==> src/rtl/pwm_capture_pkg.sv <==
// pwm_capture_pkg
//   Shared definitions for the PWM capture block: the measurement FSM state
//   encoding used by pwm_capture.
//   Optional feature macro (consumed by pwm_edge_sync): PWM_CAPTURE_FILTER_EN.
package pwm_capture_pkg;

    // Measurement FSM states; encodings are fixed so they read the same in
    // waveforms and in any external debug tooling.
    typedef enum logic [1:0] {
        ST_IDLE = 2'd0,
        ST_ARM  = 2'd1,
        ST_HIGH = 2'd2,
        ST_LOW  = 2'd3
    } cap_state_e;

    // Smallest synchroniser depth that is still metastability-safe.
    localparam int MIN_SYNC_STAGES = 2;

endpackage

==> src/rtl/pwm_edge_sync.sv <==
// pwm_edge_sync
//   Brings the asynchronous PWM waveform into the clk domain and turns the
//   resulting level into single-cycle rise/fall strobes.
//   pwm_in -> SYNC_STAGES flops -> (optional glitch filter) -> level,
//   level delayed one cycle -> level_d, rise = level & ~level_d,
//   fall = ~level & level_d.
//   Macro PWM_CAPTURE_FILTER_EN: when defined, the level only changes after
//   FILT_LEN consecutive equal samples, so pulses shorter than FILT_LEN are
//   dropped and both edges are delayed by FILT_LEN cycles. When undefined,
//   every sampled level change is an edge and FILT_LEN has no effect.
// Ports
//   clk     in   1   clock, all state on posedge
//   rst     in   1   synchronous, active-high reset
//   pwm_in  in   1   asynchronous PWM input
//   rise    out  1   level went 0 -> 1 this cycle
//   fall    out  1   level went 1 -> 0 this cycle
module pwm_edge_sync
    import pwm_capture_pkg::*;
#(
    parameter int SYNC_STAGES = 2,
    parameter int FILT_LEN    = 4
) (
    input  logic clk,
    input  logic rst,
    input  logic pwm_in,
    output logic rise,
    output logic fall
);

    localparam int STAGES = (SYNC_STAGES < MIN_SYNC_STAGES) ? MIN_SYNC_STAGES : SYNC_STAGES;

`ifdef PWM_CAPTURE_FILTER_EN
    localparam int FILT_USE = FILT_LEN;
`else
    // Filter length collapses to zero: the level is taken straight from the
    // synchroniser.
    localparam int FILT_USE = 0 * FILT_LEN;
`endif

    logic [STAGES-1:0] sync_r;
    logic              sync_s;
    logic              level_s;
    logic              level_d_r;

    // Synchroniser chain on the asynchronous input.
    always_ff @(posedge clk) begin
        if (rst) begin
            sync_r <= {STAGES{1'b0}};
        end else begin
            sync_r <= {sync_r[STAGES-2:0], pwm_in};
        end
    end

    assign sync_s = sync_r[STAGES-1];

    generate
        if (FILT_USE > 0) begin : g_filt
            localparam int             FCW      = (FILT_USE > 1) ? $clog2(FILT_USE) : 1;
            localparam logic [FCW-1:0] CNT_LAST = FCW'(FILT_USE - 1);

            logic [FCW-1:0] cnt_r;
            logic           filt_r;

            // Counts consecutive samples that disagree with the filtered level;
            // the level follows only once FILT_LEN of them have been seen.
            always_ff @(posedge clk) begin
                if (rst) begin
                    cnt_r  <= {FCW{1'b0}};
                    filt_r <= 1'b0;
                end else if (sync_s == filt_r) begin
                    cnt_r  <= {FCW{1'b0}};
                end else if (cnt_r == CNT_LAST) begin
                    cnt_r  <= {FCW{1'b0}};
                    filt_r <= sync_s;
                end else begin
                    cnt_r  <= cnt_r + FCW'(1'b1);
                end
            end

            assign level_s = filt_r;
        end else begin : g_nofilt
            assign level_s = sync_s;
        end
    endgenerate

    // Previous-cycle level for edge detection.
    always_ff @(posedge clk) begin
        if (rst) begin
            level_d_r <= 1'b0;
        end else begin
            level_d_r <= level_s;
        end
    end

    assign rise = level_s & ~level_d_r;
    assign fall = ~level_s & level_d_r;

endmodule

==> src/rtl/pwm_capture.sv <==
// pwm_capture
//   Measures a PWM waveform: for each rising-edge-to-rising-edge period it
//   reports the number of clk cycles the input was high and the period
//   length, over a valid/ready result channel. A period that never closes
//   (0% / 100% duty or a too-long period) is reported with period = all-ones
//   and overflow = 1, after which the block re-arms.
//   Macro PWM_CAPTURE_FILTER_EN enables the glitch filter in pwm_edge_sync.
// Parameters
//   CNT_WIDTH    counter and result field width
//   SYNC_STAGES  synchroniser depth on pwm_in (>= 2)
//   FILT_LEN     glitch filter length (only with PWM_CAPTURE_FILTER_EN)
// Ports
//   clk        in   1          clock
//   rst        in   1          synchronous, active-high reset
//   enable     in   1          capture enable; low returns FSM to IDLE
//   pwm_in     in   1          asynchronous PWM waveform
//   m_valid    out  1          result available
//   m_ready    in   1          consumer accepts result
//   high_time  out  CNT_WIDTH  high cycles in the measured period
//   period     out  CNT_WIDTH  rising edge to next rising edge, in cycles
//   overflow   out  1          period counter saturated without closing edge
//   overrun    out  1          an unconsumed result was overwritten
//   busy       out  1          FSM not in IDLE
module pwm_capture
    import pwm_capture_pkg::*;
#(
    parameter int CNT_WIDTH   = 16,
    parameter int SYNC_STAGES = 2,
    parameter int FILT_LEN    = 4
) (
    input  logic                 clk,
    input  logic                 rst,
    input  logic                 enable,
    input  logic                 pwm_in,
    output logic                 m_valid,
    input  logic                 m_ready,
    output logic [CNT_WIDTH-1:0] high_time,
    output logic [CNT_WIDTH-1:0] period,
    output logic                 overflow,
    output logic                 overrun,
    output logic                 busy
);

    localparam logic [CNT_WIDTH-1:0] CNT_ZERO = {CNT_WIDTH{1'b0}};
    localparam logic [CNT_WIDTH-1:0] CNT_ONE  = {{(CNT_WIDTH-1){1'b0}}, 1'b1};
    localparam logic [CNT_WIDTH-1:0] CNT_MAX  = {CNT_WIDTH{1'b1}};

    // Saturating increment: counters stick at all-ones.
    function automatic logic [CNT_WIDTH-1:0] sat_inc(input logic [CNT_WIDTH-1:0] v);
        logic [CNT_WIDTH-1:0] r;
        if (v == CNT_MAX) begin
            r = v;
        end else begin
            r = v + CNT_ONE;
        end
        return r;
    endfunction

    cap_state_e           state_r;
    cap_state_e           state_nxt_s;
    logic [CNT_WIDTH-1:0] hi_cnt_r;
    logic [CNT_WIDTH-1:0] per_cnt_r;
    logic [CNT_WIDTH-1:0] hi_nxt_s;
    logic [CNT_WIDTH-1:0] per_nxt_s;
    logic                 load_s;
    logic                 load_ovf_s;
    logic [CNT_WIDTH-1:0] load_hi_s;
    logic [CNT_WIDTH-1:0] load_per_s;
    logic                 rise_s;
    logic                 fall_s;

    pwm_edge_sync #(
        .SYNC_STAGES(SYNC_STAGES),
        .FILT_LEN   (FILT_LEN)
    ) u_edge_sync (
        .clk   (clk),
        .rst   (rst),
        .pwm_in(pwm_in),
        .rise  (rise_s),
        .fall  (fall_s)
    );

    // Next-state, counter update and result-load decisions.
    always_comb begin
        state_nxt_s = state_r;
        hi_nxt_s    = hi_cnt_r;
        per_nxt_s   = per_cnt_r;
        load_s      = 1'b0;
        load_ovf_s  = 1'b0;
        load_hi_s   = hi_cnt_r;
        load_per_s  = per_cnt_r;

        if (!enable) begin
            // Abandon any partial period; the pending result is untouched.
            state_nxt_s = ST_IDLE;
            hi_nxt_s    = CNT_ZERO;
            per_nxt_s   = CNT_ZERO;
        end else begin
            case (state_r)
                ST_IDLE: begin
                    state_nxt_s = ST_ARM;
                    hi_nxt_s    = CNT_ZERO;
                    per_nxt_s   = CNT_ZERO;
                end
                ST_ARM: begin
                    // First rise only opens a period; nothing is reported.
                    if (rise_s) begin
                        state_nxt_s = ST_HIGH;
                        hi_nxt_s    = CNT_ONE;
                        per_nxt_s   = CNT_ONE;
                    end else begin
                        hi_nxt_s    = CNT_ZERO;
                        per_nxt_s   = CNT_ZERO;
                    end
                end
                ST_HIGH: begin
                    if (per_cnt_r == CNT_MAX) begin
                        load_s      = 1'b1;
                        load_ovf_s  = 1'b1;
                        load_per_s  = CNT_MAX;
                        state_nxt_s = ST_ARM;
                        hi_nxt_s    = CNT_ZERO;
                        per_nxt_s   = CNT_ZERO;
                    end else if (fall_s) begin
                        // The fall cycle is already low: period only.
                        state_nxt_s = ST_LOW;
                        per_nxt_s   = sat_inc(per_cnt_r);
                    end else begin
                        hi_nxt_s    = sat_inc(hi_cnt_r);
                        per_nxt_s   = sat_inc(per_cnt_r);
                    end
                end
                ST_LOW: begin
                    if (rise_s) begin
                        // Closing rise also opens the next period.
                        load_s      = 1'b1;
                        state_nxt_s = ST_HIGH;
                        hi_nxt_s    = CNT_ONE;
                        per_nxt_s   = CNT_ONE;
                    end else if (per_cnt_r == CNT_MAX) begin
                        load_s      = 1'b1;
                        load_ovf_s  = 1'b1;
                        load_per_s  = CNT_MAX;
                        state_nxt_s = ST_ARM;
                        hi_nxt_s    = CNT_ZERO;
                        per_nxt_s   = CNT_ZERO;
                    end else begin
                        per_nxt_s   = sat_inc(per_cnt_r);
                    end
                end
                default: begin
                    state_nxt_s = ST_IDLE;
                    hi_nxt_s    = CNT_ZERO;
                    per_nxt_s   = CNT_ZERO;
                end
            endcase
        end
    end

    // FSM state, counters and registered busy flag.
    always_ff @(posedge clk) begin
        if (rst) begin
            state_r   <= ST_IDLE;
            hi_cnt_r  <= CNT_ZERO;
            per_cnt_r <= CNT_ZERO;
            busy      <= 1'b0;
        end else begin
            state_r   <= state_nxt_s;
            hi_cnt_r  <= hi_nxt_s;
            per_cnt_r <= per_nxt_s;
            busy      <= (state_nxt_s != ST_IDLE);
        end
    end

    // Result register and valid/ready handshake; a load wins over an accept
    // so a result arriving with an accept is never lost.
    always_ff @(posedge clk) begin
        if (rst) begin
            m_valid   <= 1'b0;
            high_time <= CNT_ZERO;
            period    <= CNT_ZERO;
            overflow  <= 1'b0;
            overrun   <= 1'b0;
        end else if (load_s) begin
            m_valid   <= 1'b1;
            high_time <= load_hi_s;
            period    <= load_per_s;
            overflow  <= load_ovf_s;
            overrun   <= m_valid & ~m_ready;
        end else if (m_valid && m_ready) begin
            m_valid   <= 1'b0;
        end else begin
            m_valid   <= m_valid;
        end
    end

endmodule
==> config.mk <==
export PLATFORM = sky130hd
export DESIGN_NAME = pwm_capture
export DESIGN_NICKNAME = d
export VERILOG_FILES = /design/src/rtl/pwm_capture_pkg.sv /design/src/rtl/pwm_edge_sync.sv /design/src/rtl/pwm_capture.sv
export SDC_FILE = /design/constraint.sdc
export NUM_CORES = 1
export LEC_CHECK = 0
export CORE_ASPECT_RATIO = 0.75
export CORE_MARGIN = 2
export CORE_UTILIZATION = 59
export CTS_CLUSTER_DIAMETER = 120
export DETAILED_ROUTE_END_ITERATION = 12
export PLACE_DENSITY = 0.85
export RECOVER_POWER = 50
export SLEW_MARGIN = 20
export SYNTH_ARGS = -nofsm -noshare
export SYNTH_HDL_FRONTEND = slang
export SYNTH_HIERARCHICAL = 1
export SYNTH_SLANG_ARGS = --single-unit
==> constraint.sdc <==
create_clock -name clk -period 5.3 [get_ports clk]
set_clock_uncertainty 0.15 [all_clocks]
set_input_delay 1.06 -clock clk [delete_from_list [all_inputs] [get_ports clk]]
set_output_delay 1.06 -clock clk [all_outputs]
set_load 0.02 [all_outputs]
# Word-level counts from Yosys, hierarchy flattened
# Cells that the tools add are included.
word_totals:
  register_bits: 73
  latchBits: 0
  ram_bits: 0
  mem_bits_ro: 0
  out_inout_bits: 36
  elab_cells: 64
  memories: 0
classes:
  add_sub_neg: 2
  mul: 0
  div_mod_pow: 0
  magnitude_cmp: 0
  eq_ne: 8
  shift: 0
  n_mux: 30
  bitwise_logic: 7
  n_reduce_logical: 6
op_table:
  columns: ["cell", "n"]
  rows:
  - ["16-bit 2-to-1 mux", 10]
  - ["16-bit case mux with 4 select lines", 2]
  - ["16-bit by 1-bit adder with 16-bit output (second input constant)", 2]
  - ["16-bit == test (second input constant)", 2]
  - ["16-bit case mux with 2 select lines", 1]
  - ["2-bit 2-to-1 mux", 6]
  - ["3-bit inequality test (second input constant)", 3]
  - ["1-bit 2-to-1 mux", 8]
  - ["2-bit case mux with 4 select lines", 1]
  - ["2-bit == test (second input constant)", 2]
  - ["1-bit inverter", 4]
  - ["1-bit case mux with 2 select lines", 2]
  - ["2-bit nonzero test", 2]
  - ["1-bit AND", 3]
  - ["3-bit AND reduction", 1]
  - ["2-bit by 1-bit == test with 1-bit output (second input constant)", 1]
  - ["2-bit logical NOT", 1]
  - ["2-bit OR reduction", 1]
  - ["1-bit logical AND", 1]

# Longest topological paths before layout
# Gate-level depths: netlist of run 1.
logic_depth:
  ltp_word: 7
  ltp_mapped: 7
  mapped_depth_nobuf: 6

# Cells and area by module
# The synthesis of run 1 kept the hierarchy.
modules_own_cells:
  columns: ["mod", "n_inst", "cells_each", "area_per_inst_um2"]
  rows:
  - ["pwm_capture", 1, 348, 3101.7]
  - ["pwm_edge_sync", 1, 8, 91.3]

# Worst setup path before layout of run 1
# OpenSTA, ideal clock, no wires.
synth_timing:
  kind: "input -> register"
  from: "input rst"
  to: "register hi_cnt_r[12]"
  setup_time_ns: 0.056
  arrival_ns: 2.344
  path_slack_ns: 2.750
  path_stages: 7
  n_path_buf: 1
  cell_sequence: "clkbuf_1 > nand2b_1 > inv_1 > nand3b_1 > a21oi_1 > o21ai_0 > o2bb2a_4"
synth_via:
  elab_chain_cells: 1
synth_lines:
  columns: ["element", "line", "rtl"]
  rows:
  - ["start: declaration", "pwm_capture.sv:32", "input logic rst,"]
  - ["2-bit OR reduction (no source line)", null, null]
  - ["end signal: assignment", "pwm_capture.sv:169", "hi_cnt_r <= hi_nxt_s;"]
  - ["end: declaration", "pwm_capture.sv:61", "logic [CNT_WIDTH-1:0] hi_cnt_r;"]
# Every way passes these cells.
# A chain may end at the register's enable or synchronous reset.

# Worst setup path in the final report of run 1
layout_timing:
  from: "input rst"
  to: "register hi_cnt_r[9]"
# Same word-level chain as after synthesis.

==> flow_results.xml, run 1 <==
<?xml version="1.0" encoding="UTF-8"?>
<metrics>
  <group name="detailed_routing">
    <metric name="detailedRoute.firstIterationViolations" unit="">248</metric>
    <metric name="routed_wire_length_per_instance" unit="um">15.98</metric>
    <metric name="wirelength" unit="mm">7.477</metric>
    <metric name="firstDrtPassIters" unit="">5</metric>
    <metric name="detail_route.vias_per_cell" unit="">6.115</metric>
    <metric name="drc" unit="">0</metric>
    <metric name="via_count" unit="">2862</metric>
    <metric name="remaining_number_of_nets_flagged_by_the_antenna_check_after_routing" unit="">0</metric>
  </group>
  <group name="placement">
    <metric name="post_placement_cell_count" unit="">452</metric>
    <metric name="preCtsSetupSlack" unit="ps">1927</metric>
    <metric name="numPortBuffers" unit="">40</metric>
    <metric name="placed_wire_length_estimate_after_detailed_placement" unit="mm">4.983</metric>
    <metric name="globalplace.congestion" unit="">0.8681</metric>
  </group>
  <group name="clock_tree">
    <metric name="cts.hold.buffers_added" unit="">0</metric>
    <metric name="htree_levels" unit="">3</metric>
    <metric name="clock_latency_on_the_worst_skew_pair" unit="ps">350</metric>
    <metric name="max-clock-path-buffers" unit="">2</metric>
    <metric name="clk_root_buf" unit="">clkbuf_8</metric>
    <metric name="clock_transition_at_the_register_clock_pins_on_the_worst_setup_and_hold_paths_after_cts" unit="ps">70</metric>
    <metric name="clock_sink_count" unit="">73</metric>
    <metric name="postCtsSetupRepairBufs" unit="">0</metric>
    <metric name="cts-resized-gates" unit="">0</metric>
    <metric name="tritoncts" unit="">done</metric>
    <metric name="numCtsBuffers" unit="">9</metric>
  </group>
  <group name="timing">
    <metric name="worst-slew-pin-transition" unit="ps">2253</metric>
    <metric name="timing.setup.tns" unit="ps">0</metric>
    <metric name="min_tclk_post_route" unit="ps">4085</metric>
    <metric name="setup_ws" unit="ps">1215</metric>
    <metric name="grt_setup_unrepaired" unit="">no</metric>
    <metric name="final-max-slew-violation-count" unit="">43</metric>
    <metric name="achievable-frequency" unit="MHz">244.8</metric>
    <metric name="hold_violations" unit="">0</metric>
    <metric name="slew_headroom" unit="">-0.5176</metric>
    <metric name="setup_violations" unit="">0</metric>
    <metric name="final.period_utilization" unit="">0.7707</metric>
  </group>
  <group name="logic_synthesis">
    <metric name="yosys_most_used_dff" unit="">dfxtp_1</metric>
    <metric name="synth_top_cell_area_share" unit="">0.4577</metric>
    <metric name="synth-seq-cells" unit="">73</metric>
    <metric name="synth_edf_count" unit="">0</metric>
    <metric name="asyncSetResetFlopFracSynth" unit="">0</metric>
    <metric name="post_syn_nets" unit="">363</metric>
    <metric name="synth_sequential_area_ratio" unit="">0.4577</metric>
    <metric name="largest_cells_by_area_after_synthesis" unit="">dfxtp_1, a21oi_1, nand3_1, o21ai_0, nand2_1</metric>
    <metric name="mappedNetlistArea" unit="um2">3193</metric>
    <metric name="synth.avg_cell_area" unit="um2">8.969</metric>
    <metric name="total_of_warnings_raised_by_yosys" unit="">6</metric>
    <metric name="synth_top_area_cell" unit="">dfxtp_1</metric>
    <metric name="yosysUniqueCellTypes" unit="">52</metric>
    <metric name="synth_cells" unit="">356</metric>
  </group>
  <group name="worst_setup_path">
    <metric name="nature_of_the_critical_path_startpoint" unit="">input port</metric>
    <metric name="sort_of_element_at_the_end_of_the_critical_path" unit="">register</metric>
    <metric name="critical_path_peak_fanout" unit="">28</metric>
    <metric name="arrival_time_at_the_worst_endpoint" unit="ps">4230</metric>
    <metric name="worst_path_required" unit="ps">5440</metric>
    <metric name="critical_path_class" unit="">in2reg</metric>
  </group>
  <group name="power">
    <metric name="total_leakage_power" unit="nW">1.350</metric>
    <metric name="pwr_density_cell" unit="nW/um2">261.3</metric>
    <metric name="max-vdd-ir-drop" unit="uV">182.5</metric>
  </group>
  <group name="layout">
    <metric name="finish.net_count" unit="">395</metric>
    <metric name="areaGrowthSynthToFinish" unit="%">18.38</metric>
    <metric name="drive_above_1_share" unit="">0.1018</metric>
    <metric name="antennaDiodeCount" unit="">0</metric>
    <metric name="final-instance-count-excl-fill" unit="">468</metric>
    <metric name="fin_util" unit="">0.7138</metric>
  </group>
  <group name="floorplanning">
    <metric name="die_area" unit="um2">6022</metric>
    <metric name="initial_core_util" unit="">0.6030</metric>
    <metric name="dieHeight" unit="um">67.71</metric>
    <metric name="core_area" unit="um2">5295</metric>
    <metric name="horiz_die_dim" unit="um">88.95</metric>
    <metric name="num_rows" unit="">23</metric>
    <metric name="io_pins" unit="">41</metric>
  </group>
  <group name="global_routing">
    <metric name="via_count_of_the_first_global_routing_pass" unit="">2537</metric>
    <metric name="largest_net_degree_at_the_start_of_global_routing" unit="">29</metric>
    <metric name="antenna_found_initial" unit="">0</metric>
    <metric name="global_route_wire_length_before_repair" unit="mm">12.32</metric>
    <metric name="grt-ovfl-total" unit="">0</metric>
    <metric name="global_route.usage.total" unit="">0.2707</metric>
  </group>
  <group name="outcome">
    <metric name="status" unit="">complete, but fails checks</metric>
    <metric name="violations" unit="">capacitance limit, slew limit</metric>
  </group>
  <group name="hold_path">
    <metric name="worst_hold_path_type" unit="">reg2reg</metric>
  </group>
  <group name="job">
    <metric name="drv_cap" unit="">2</metric>
  </group>
</metrics>
## registers in the layout, summed over array words and instances (netlist names)
name / cells
hi_cnt_r: 16
high_time: 16
per_cnt_r: 16
period: 16
state_r: 2
u_edge_sync/sync_r: 2
busy: 1
m_valid: 1
overflow: 1
overrun: 1
u_edge_sync/level_d_r: 1
## worst paths after layout
path	slack, ps	endpoint	cells past startpoint	startpoint
worst max-delay path	1220	hi_cnt_r[9]	7	rst
worst min-delay path	310	u_edge_sync/sync_r[1]	1	u_edge_sync/sync_r[0]
worst max register to register	1450	period[15]	5	per_cnt_r[8]
worst min register to register	310	u_edge_sync/sync_r[1]	1	u_edge_sync/sync_r[0]
## report_power, final
group	switching, mW	internal, mW
clock	0.204	0.209
combinational	0.0154	0.00692
sequential	0.00204	0.550
## cells by family (layout without fill, tap and decap cells)
kind of cell | after synthesis | after routing | synth area share
AND/OR/NAND/NOR | 133 | 133 | 0.2120
AO/OA/AOI/OAI | 107 | 107 | 0.2480
flip-flops | 73 | 73 | 0.4577
buffers and inverters | 28 | 65 | 0.03879
XOR/XNOR | 13 | 13 | 0.03566
adder cells (fa/ha/maj) | 2 | 2 | 0.007836
## critical path: stages
cell and delay (ps):
dlygate4sd3_1 530, clkbuf_1 490, nand2b_1 370, nor2_1 310, o211ai_1 710, a41o_1 510
o21ba_2 240
## area by class of cell
cell class	instances	area, um2
Fill cell	410	1515
Multi-Input combinational cell	255	1587
Clock buffer	13	168.9
Clock inverter	3	23.77
Sequential cell	73	1461
Timing Repair Buffer	44	426.7
Inverter	5	18.77
Tap cell	75	93.84
## metal layers
| layer | share of wire | GRT usage |
|---|---|---|
| met1 | 0.50 | 0.3842 |
| met2 | 0.43 | 0.3946 |
| met3 | 0.057 | 0.07702 |
| met4 | 0.016 | 0.09328 |
| met5 | 0 | 0 |
## synth_stat cells, types with 2 or more instances
cell,n
dfxtp_1,73
a21oi_1,35
nand2_1,33
nand3_1,31
nor2_1,26
o21ai_0,25
clkbuf_1,17
o221a_2,11
xor2_1,9
nand4_1,8
nor3_1,7
a21boi_0,6
inv_1,5
nor2b_1,5
a2bb2oi_1,4
xnor2_1,4
and2_1,3
and3_1,3
buf_2,3
nand2b_1,3
o2bb2a_4,3
a2111o_1,2
a31oi_1,2
and4_1,2
buf_4,2
ha_1,2
nand3b_1,2
nand4_2,2
o2111ai_1,2
o21a_1,2
or3_1,2
or4_4,2
## metrics by stage
stage / power (mW) / cell area [um2] / hold slack (ps)
final: 0.9878 / 3780 / 312.4
after global routing: 1.022 / 3780 / 326.6
after CTS: 0.9951 / 3805 / 311.8
after detailed placement: 0.5873 / 3612 / 298.1
after global placement: 0.5867 / 3612 / 270.8
after floorplan: 0.5802 / 3193 / 263.8
## cells in the final DEF, fill, tap and decap left out, drive strengths merged, types with 3 or more instances in the layout
master,count
nand2b,3
o21ai,26
clkbuf,14
clkdlybuf4s50,3
nor2b,5
and2,4
nor2,26
nand3,31
or4,3
inv,5
a21boi,6
nand2,33
nor3,7
nand4,10
xor2,9
o2bb2a,3
buf,3
dlygate4sd3,37
a21oi,37
and3,3
xnor2,4
dfxtp,73
o221a,11
a2bb2oi,4
Note: power is estimated with default switching activity, not from simulation.
==> run 2, diff against run 1 <==
Settings changed: CORE_UTILIZATION 59 to 49, PLACE_DENSITY 0.85 to 0.76.
Clock period 5.3 ns to 3.65 ns, I/O delays scaled along.
==> run 2 against run 1 <==
The run now ends clean. Highest routed layer unchanged. Non-clock buffer count up 2. Worst setup slack worse by 420 ps. Global-route usage down 4.8 points. Largest cell class unchanged.
==> flow_results.xml, run 2 (same netlist as run 1, synthesis figures left out) <==
<?xml version="1.0" encoding="UTF-8"?>
<metrics>
  <group name="outcome">
    <metric name="status" unit="">completed</metric>
  </group>
  <group name="detailed_routing">
    <metric name="via_count" unit="">2803</metric>
    <metric name="routed_wire_length_per_instance" unit="um">16.26</metric>
    <metric name="detail_route.vias_per_cell" unit="">5.889</metric>
    <metric name="wirelength" unit="mm">7.742</metric>
    <metric name="detailedRoute.firstIterationViolations" unit="">192</metric>
    <metric name="remaining_number_of_nets_flagged_by_the_antenna_check_after_routing" unit="">0</metric>
    <metric name="drc" unit="">0</metric>
    <metric name="firstDrtPassIters" unit="">5</metric>
  </group>
  <group name="floorplanning">
    <metric name="horiz_die_dim" unit="um">97.21</metric>
    <metric name="initial_core_util" unit="">0.5079</metric>
    <metric name="core_area" unit="um2">6287</metric>
    <metric name="io_pins" unit="">41</metric>
    <metric name="dieHeight" unit="um">73.91</metric>
    <metric name="die_area" unit="um2">7185</metric>
    <metric name="num_rows" unit="">25</metric>
  </group>
  <group name="placement">
    <metric name="numPortBuffers" unit="">40</metric>
    <metric name="globalplace.congestion" unit="">0.9176</metric>
    <metric name="post_placement_cell_count" unit="">460</metric>
    <metric name="placed_wire_length_estimate_after_detailed_placement" unit="mm">5.165</metric>
  </group>
  <group name="clock_tree">
    <metric name="numCtsBuffers" unit="">9</metric>
    <metric name="clock_latency_on_the_worst_skew_pair" unit="ps">350</metric>
    <metric name="clock_sink_count" unit="">73</metric>
    <metric name="clk_root_buf" unit="">clkbuf_8</metric>
    <metric name="clock_transition_at_the_register_clock_pins_on_the_worst_setup_and_hold_paths_after_cts" unit="ps">70</metric>
    <metric name="max-clock-path-buffers" unit="">2</metric>
    <metric name="cts.hold.buffers_added" unit="">0</metric>
    <metric name="htree_levels" unit="">3</metric>
    <metric name="tritoncts" unit="">done</metric>
    <metric name="cts-resized-gates" unit="">0</metric>
    <metric name="postCtsSetupRepairBufs" unit="">0</metric>
  </group>
  <group name="layout">
    <metric name="areaGrowthSynthToFinish" unit="%">20.92</metric>
    <metric name="final_common_cell" unit="">dfxtp_1</metric>
    <metric name="drive_above_1_share" unit="">0.1063</metric>
    <metric name="finish.net_count" unit="">397</metric>
    <metric name="antennaDiodeCount" unit="">0</metric>
    <metric name="final-instance-count-excl-fill" unit="">476</metric>
    <metric name="layout_common_cells" unit="">dfxtp_1, dlygate4sd3_1, a21oi_1, nand2_1, nand3_1</metric>
    <metric name="n_fill_cell" unit="">561</metric>
  </group>
  <group name="hold_path">
    <metric name="worst_hold_path_type" unit="">reg2reg</metric>
  </group>
  <group name="worst_setup_path">
    <metric name="sort_of_element_at_the_end_of_the_critical_path" unit="">register</metric>
    <metric name="arrival_time_at_the_worst_endpoint" unit="ps">2950</metric>
    <metric name="worst_path_required" unit="ps">3740</metric>
    <metric name="critical_path_class" unit="">in2reg</metric>
    <metric name="critical_path_peak_fanout" unit="">27</metric>
    <metric name="nature_of_the_critical_path_startpoint" unit="">input port</metric>
  </group>
  <group name="job">
    <metric name="drv_cap" unit="">0</metric>
  </group>
  <group name="global_routing">
    <metric name="global_route.usage.total" unit="">0.2230</metric>
    <metric name="grt-ovfl-total" unit="">0</metric>
    <metric name="largest_net_degree_at_the_start_of_global_routing" unit="">28</metric>
    <metric name="antenna_found_initial" unit="">0</metric>
    <metric name="global_route_wire_length_before_repair" unit="mm">12.71</metric>
    <metric name="via_count_of_the_first_global_routing_pass" unit="">2590</metric>
  </group>
  <group name="timing">
    <metric name="achievable-frequency" unit="MHz">349.8</metric>
    <metric name="min_tclk_post_route" unit="ps">2859</metric>
    <metric name="hold_violations" unit="">0</metric>
    <metric name="timing.setup.tns" unit="ps">0</metric>
    <metric name="worst-slew-pin-transition" unit="ps">1254</metric>
    <metric name="grt_setup_unrepaired" unit="">no</metric>
    <metric name="final.period_utilization" unit="">0.7832</metric>
    <metric name="setup_violations" unit="">0</metric>
    <metric name="slew_headroom" unit="">0.1637</metric>
    <metric name="final-max-slew-violation-count" unit="">0</metric>
  </group>
  <group name="power">
    <metric name="max-vdd-ir-drop" unit="uV">258.5</metric>
    <metric name="pwr_density_cell" unit="nW/um2">416.3</metric>
    <metric name="total_leakage_power" unit="nW">1.384</metric>
  </group>
</metrics>
run 2: where the power goes:
group	switching [mW]	total (mW)	leakage, nW	internal [mW]
logic	0.0235	0.0336	0.676	0.0102
clock network	0.301	0.773	0.120	0.472
registers	0.00259	0.801	0.589	0.798
total	0.327	1.61	1.38	1.28
run 2: per-stage QoR:
stage | utilization | hold WS [ps] | power, mW | cell area [um2] | setup slack, ps
floorplan | - | 263.8 | 0.8425 | 3193 | 1430
global placement | 0.5781 | 269.5 | 0.8537 | 3635 | 782.8
detailed placement | 0.5781 | 286.8 | 0.8541 | 3635 | 725.1
CTS | 0.6169 | 303.3 | 1.619 | 3879 | 1055
global route | 0.6141 | 309.8 | 1.651 | 3861 | 569.5
finish | 0.6141 | 311.8 | 1.607 | 3861 | 791.4
run 2: cell type report:
type / count / area [um2] / area share
clock buffer: 11 / 141.4 / 0.03662
tap: 81 / 101.3 / 0.02625
timing repair buffer: 46 / 434.2 / 0.1124
clock inverter: 5 / 102.6 / 0.02657
sequential: 73 / 1461 / 0.3785
multi-input combinational: 255 / 1602 / 0.4148
inverter: 5 / 18.77 / 0.004861
run 2: worst paths after layout:
path / startpoint / end / slack (ps) / cells after the start
worst min-delay path: u_edge_sync/sync_r[0] / u_edge_sync/sync_r[1] / 310 / 1
worst max-delay path: rst / period[14] / 790 / 4
worst min register to register: u_edge_sync/sync_r[0] / u_edge_sync/sync_r[1] / 310 / 1
worst max register to register: per_cnt_r[8] / hi_cnt_r[8] / 880 / 6
run 2: metal layers:
metal | up-vias | GRT usage | part of all wire
met3 | 8 | 0.06470 | 0.058
li1 | 1367 | - | -
met2 | 92 | 0.3356 | 0.43
met5 | - | 0 | 0
met4 | 0 | 0.06173 | 0.0087
met1 | 1336 | 0.3171 | 0.51
run 2: critical path: stages:
cell           delay (ps)
dlygate4sd3_1         530
clkbuf_1              920
inv_1                 490
o221a_2               260
==> run 3, diff against run 2 <==
Clock period 3.65 ns to 2.45 ns, I/O delays scaled along.
==> run 3 against run 2 <==
Largest power group unchanged. Count of clock-buffer cells in the layout is 1 lower. Cell area is 2.6% higher. Worst setup slack worse by 630 ps. Non-clock buffer count is 22 higher.
==> flow_results.xml, run 3 (same netlist as run 1, synthesis figures left out) <==
<?xml version="1.0" encoding="UTF-8"?>
<metrics>
  <group name="clock_tree">
    <metric name="max-clock-path-buffers" unit="">2</metric>
    <metric name="clock_latency_on_the_worst_skew_pair" unit="ps">350</metric>
    <metric name="postCtsSetupRepairBufs" unit="">0</metric>
    <metric name="tritoncts" unit="">done</metric>
    <metric name="clock_transition_at_the_register_clock_pins_on_the_worst_setup_and_hold_paths_after_cts" unit="ps">80</metric>
    <metric name="clock_sink_count" unit="">73</metric>
    <metric name="numCtsBuffers" unit="">9</metric>
    <metric name="htree_levels" unit="">3</metric>
    <metric name="clk_root_buf" unit="">clkbuf_8</metric>
  </group>
  <group name="timing">
    <metric name="setup_violations" unit="">0</metric>
    <metric name="slew_headroom" unit="">0.6324</metric>
    <metric name="timing.setup.tns" unit="ps">0</metric>
    <metric name="min_tclk_post_route" unit="ps">2289</metric>
    <metric name="worst-slew-pin-transition" unit="ps">545.6</metric>
    <metric name="setup_ws" unit="ps">160.9</metric>
    <metric name="grt_setup_unrepaired" unit="">no</metric>
    <metric name="achievable-frequency" unit="MHz">436.9</metric>
    <metric name="whs" unit="ps">298.2</metric>
    <metric name="hold_violations" unit="">0</metric>
    <metric name="final-max-slew-violation-count" unit="">0</metric>
    <metric name="final.period_utilization" unit="">0.9343</metric>
  </group>
  <group name="placement">
    <metric name="dpl-instance-area" unit="um2">3800</metric>
    <metric name="globalplace.congestion" unit="">0.8700</metric>
    <metric name="preCtsSetupSlack" unit="ps">86.72</metric>
    <metric name="placed_wire_length_estimate_after_detailed_placement" unit="mm">5.425</metric>
    <metric name="post_placement_cell_count" unit="">482</metric>
    <metric name="numPortBuffers" unit="">40</metric>
  </group>
  <group name="layout">
    <metric name="fin_util" unit="">0.6299</metric>
    <metric name="layout.cell_area.non_filler" unit="um2">3960</metric>
    <metric name="final-instance-count-excl-fill" unit="">497</metric>
    <metric name="drive_above_1_share" unit="">0.1635</metric>
    <metric name="antennaDiodeCount" unit="">0</metric>
    <metric name="areaGrowthSynthToFinish" unit="%">24.02</metric>
    <metric name="seqCellArea" unit="um2">1461</metric>
    <metric name="layout_common_cells" unit="">dfxtp_1, dlygate4sd3_1, a21oi_1, nand2_1, nand3_1</metric>
    <metric name="finish.net_count" unit="">419</metric>
    <metric name="n_fill_cell" unit="">537</metric>
    <metric name="final_common_cell" unit="">dfxtp_1</metric>
    <metric name="multi_input_gate_area_in_the_final_layout" unit="um2">1598</metric>
  </group>
  <group name="worst_setup_path">
    <metric name="top_family_by_delay_on_critical_path" unit="">simple AND/OR/NAND/NOR gates</metric>
    <metric name="regToRegEndpoint" unit="">per_cnt_r[11]</metric>
    <metric name="path_buf_inv" unit="">1</metric>
    <metric name="nature_of_the_critical_path_startpoint" unit="">register</metric>
    <metric name="critical_path_class" unit="">reg2reg</metric>
    <metric name="r2r_start" unit="">per_cnt_r[3]</metric>
    <metric name="cp.depth" unit="">5</metric>
    <metric name="worstPathCellList" unit="">nand4_2 -&gt; or4_1 -&gt; o211ai_2 -&gt; buf_4 -&gt; nor2_1</metric>
    <metric name="sort_of_element_at_the_end_of_the_critical_path" unit="">register</metric>
    <metric name="arrival_time_at_the_worst_endpoint" unit="ps">2380</metric>
    <metric name="worst_path_max_delay_cell" unit="">or4_1</metric>
    <metric name="rr_worst_depth" unit="">5</metric>
    <metric name="ff2ff_setup_slack" unit="ps">160</metric>
    <metric name="worst_path_required" unit="ps">2540</metric>
    <metric name="critical_path_peak_fanout" unit="">14</metric>
    <metric name="critical-path-max-stage-delay" unit="ps">630</metric>
  </group>
  <group name="floorplanning">
    <metric name="initial_core_util" unit="">0.5079</metric>
    <metric name="io_pins" unit="">41</metric>
    <metric name="dieHeight" unit="um">73.91</metric>
    <metric name="die_area" unit="um2">7185</metric>
    <metric name="core_area" unit="um2">6287</metric>
    <metric name="num_rows" unit="">25</metric>
    <metric name="horiz_die_dim" unit="um">97.21</metric>
  </group>
  <group name="global_routing">
    <metric name="grt-ovfl-total" unit="">0</metric>
    <metric name="largest_net_degree_at_the_start_of_global_routing" unit="">28</metric>
    <metric name="global_route.usage.total" unit="">0.2322</metric>
    <metric name="antenna_found_initial" unit="">0</metric>
    <metric name="via_count_of_the_first_global_routing_pass" unit="">2700</metric>
    <metric name="global_route_wire_length_before_repair" unit="mm">13.32</metric>
  </group>
  <group name="power">
    <metric name="pwr_density_cell" unit="nW/um2">525.9</metric>
    <metric name="design_power_total" unit="mW">2.083</metric>
    <metric name="total_leakage_power" unit="nW">1.476</metric>
    <metric name="max-vdd-ir-drop" unit="uV">355.0</metric>
  </group>
  <group name="hold_path">
    <metric name="worst_hold_path_type" unit="">reg2reg</metric>
    <metric name="hold_path_end" unit="">u_edge_sync/sync_r[1]</metric>
    <metric name="hold_start" unit="">u_edge_sync/sync_r[0]</metric>
    <metric name="worstHoldPathCells" unit="">1</metric>
  </group>
  <group name="detailed_routing">
    <metric name="remaining_number_of_nets_flagged_by_the_antenna_check_after_routing" unit="">0</metric>
    <metric name="wirelength" unit="mm">7.828</metric>
    <metric name="firstDrtPassIters" unit="">4</metric>
    <metric name="detail_route.vias_per_cell" unit="">5.696</metric>
    <metric name="detailedRoute.firstIterationViolations" unit="">175</metric>
    <metric name="drc" unit="">0</metric>
    <metric name="routed_wire_length_per_instance" unit="um">15.75</metric>
    <metric name="via_count" unit="">2831</metric>
  </group>
  <group name="job">
    <metric name="drv_cap" unit="">0</metric>
  </group>
  <group name="outcome">
    <metric name="status" unit="">completed</metric>
  </group>
</metrics>
==> run 3: how the worst max path moves through the flow <==
stage / from / endpoint / slack (ps)
after floorplan: hi_cnt_r[0] / hi_cnt_r[14] / 250
after global placement: hi_cnt_r[0] / hi_cnt_r[12] / 220
after detailed placement: per_cnt_r[3] / period[3] / 90
after CTS: per_cnt_r[3] / period[11] / 90
after global routing: per_cnt_r[3] / hi_cnt_r[8] / 40
final: per_cnt_r[3] / per_cnt_r[11] / 160
==> run 3: worst register-to-register path: cells and delay by family, from the launching register on <==
family	cells	cell delay [ps]
buffers and inverters	1	280
DFF	1	460
AOI/OAI and AO/OA	1	380
and+or+nand+nor	3	900
==> run 3: area by class of cell <==
class / count / share of cell area
Clock inverter: 5 / 0.008215
Multi-Input combinational cell: 255 / 0.4035
Sequential cell: 73 / 0.3690
Inverter: 5 / 0.004739
Timing Repair Buffer: 68 / 0.1542
Tap cell: 81 / 0.02559
Clock buffer: 10 / 0.03476
==> run 3: routing by layer <==
layer	wire length, um	GRT usage	vias to the layer above
li1	-	-	1415
met1	3963	0.3273	1328
met2	3263	0.3472	79
met3	516	0.06375	9
met4	85	0.08179	0
met5	0	0	-
==> run 3: timing repair <==
| action | 4_1_cts | 5_1_grt |
|---|---|---|
| setup endpoints to repair | 0 | 11 |
| hold buffers | 0 | 0 |
| gates resized for setup | 0 | 1 |
==> run 3: power by group <==
part | leakage (nW) | switching (mW) | internal [mW]
Sequential | 0.589 | 0.00353 | 1.19
Clock | 0.0802 | 0.444 | 0.385
Combinational | 0.807 | 0.0369 | 0.0233
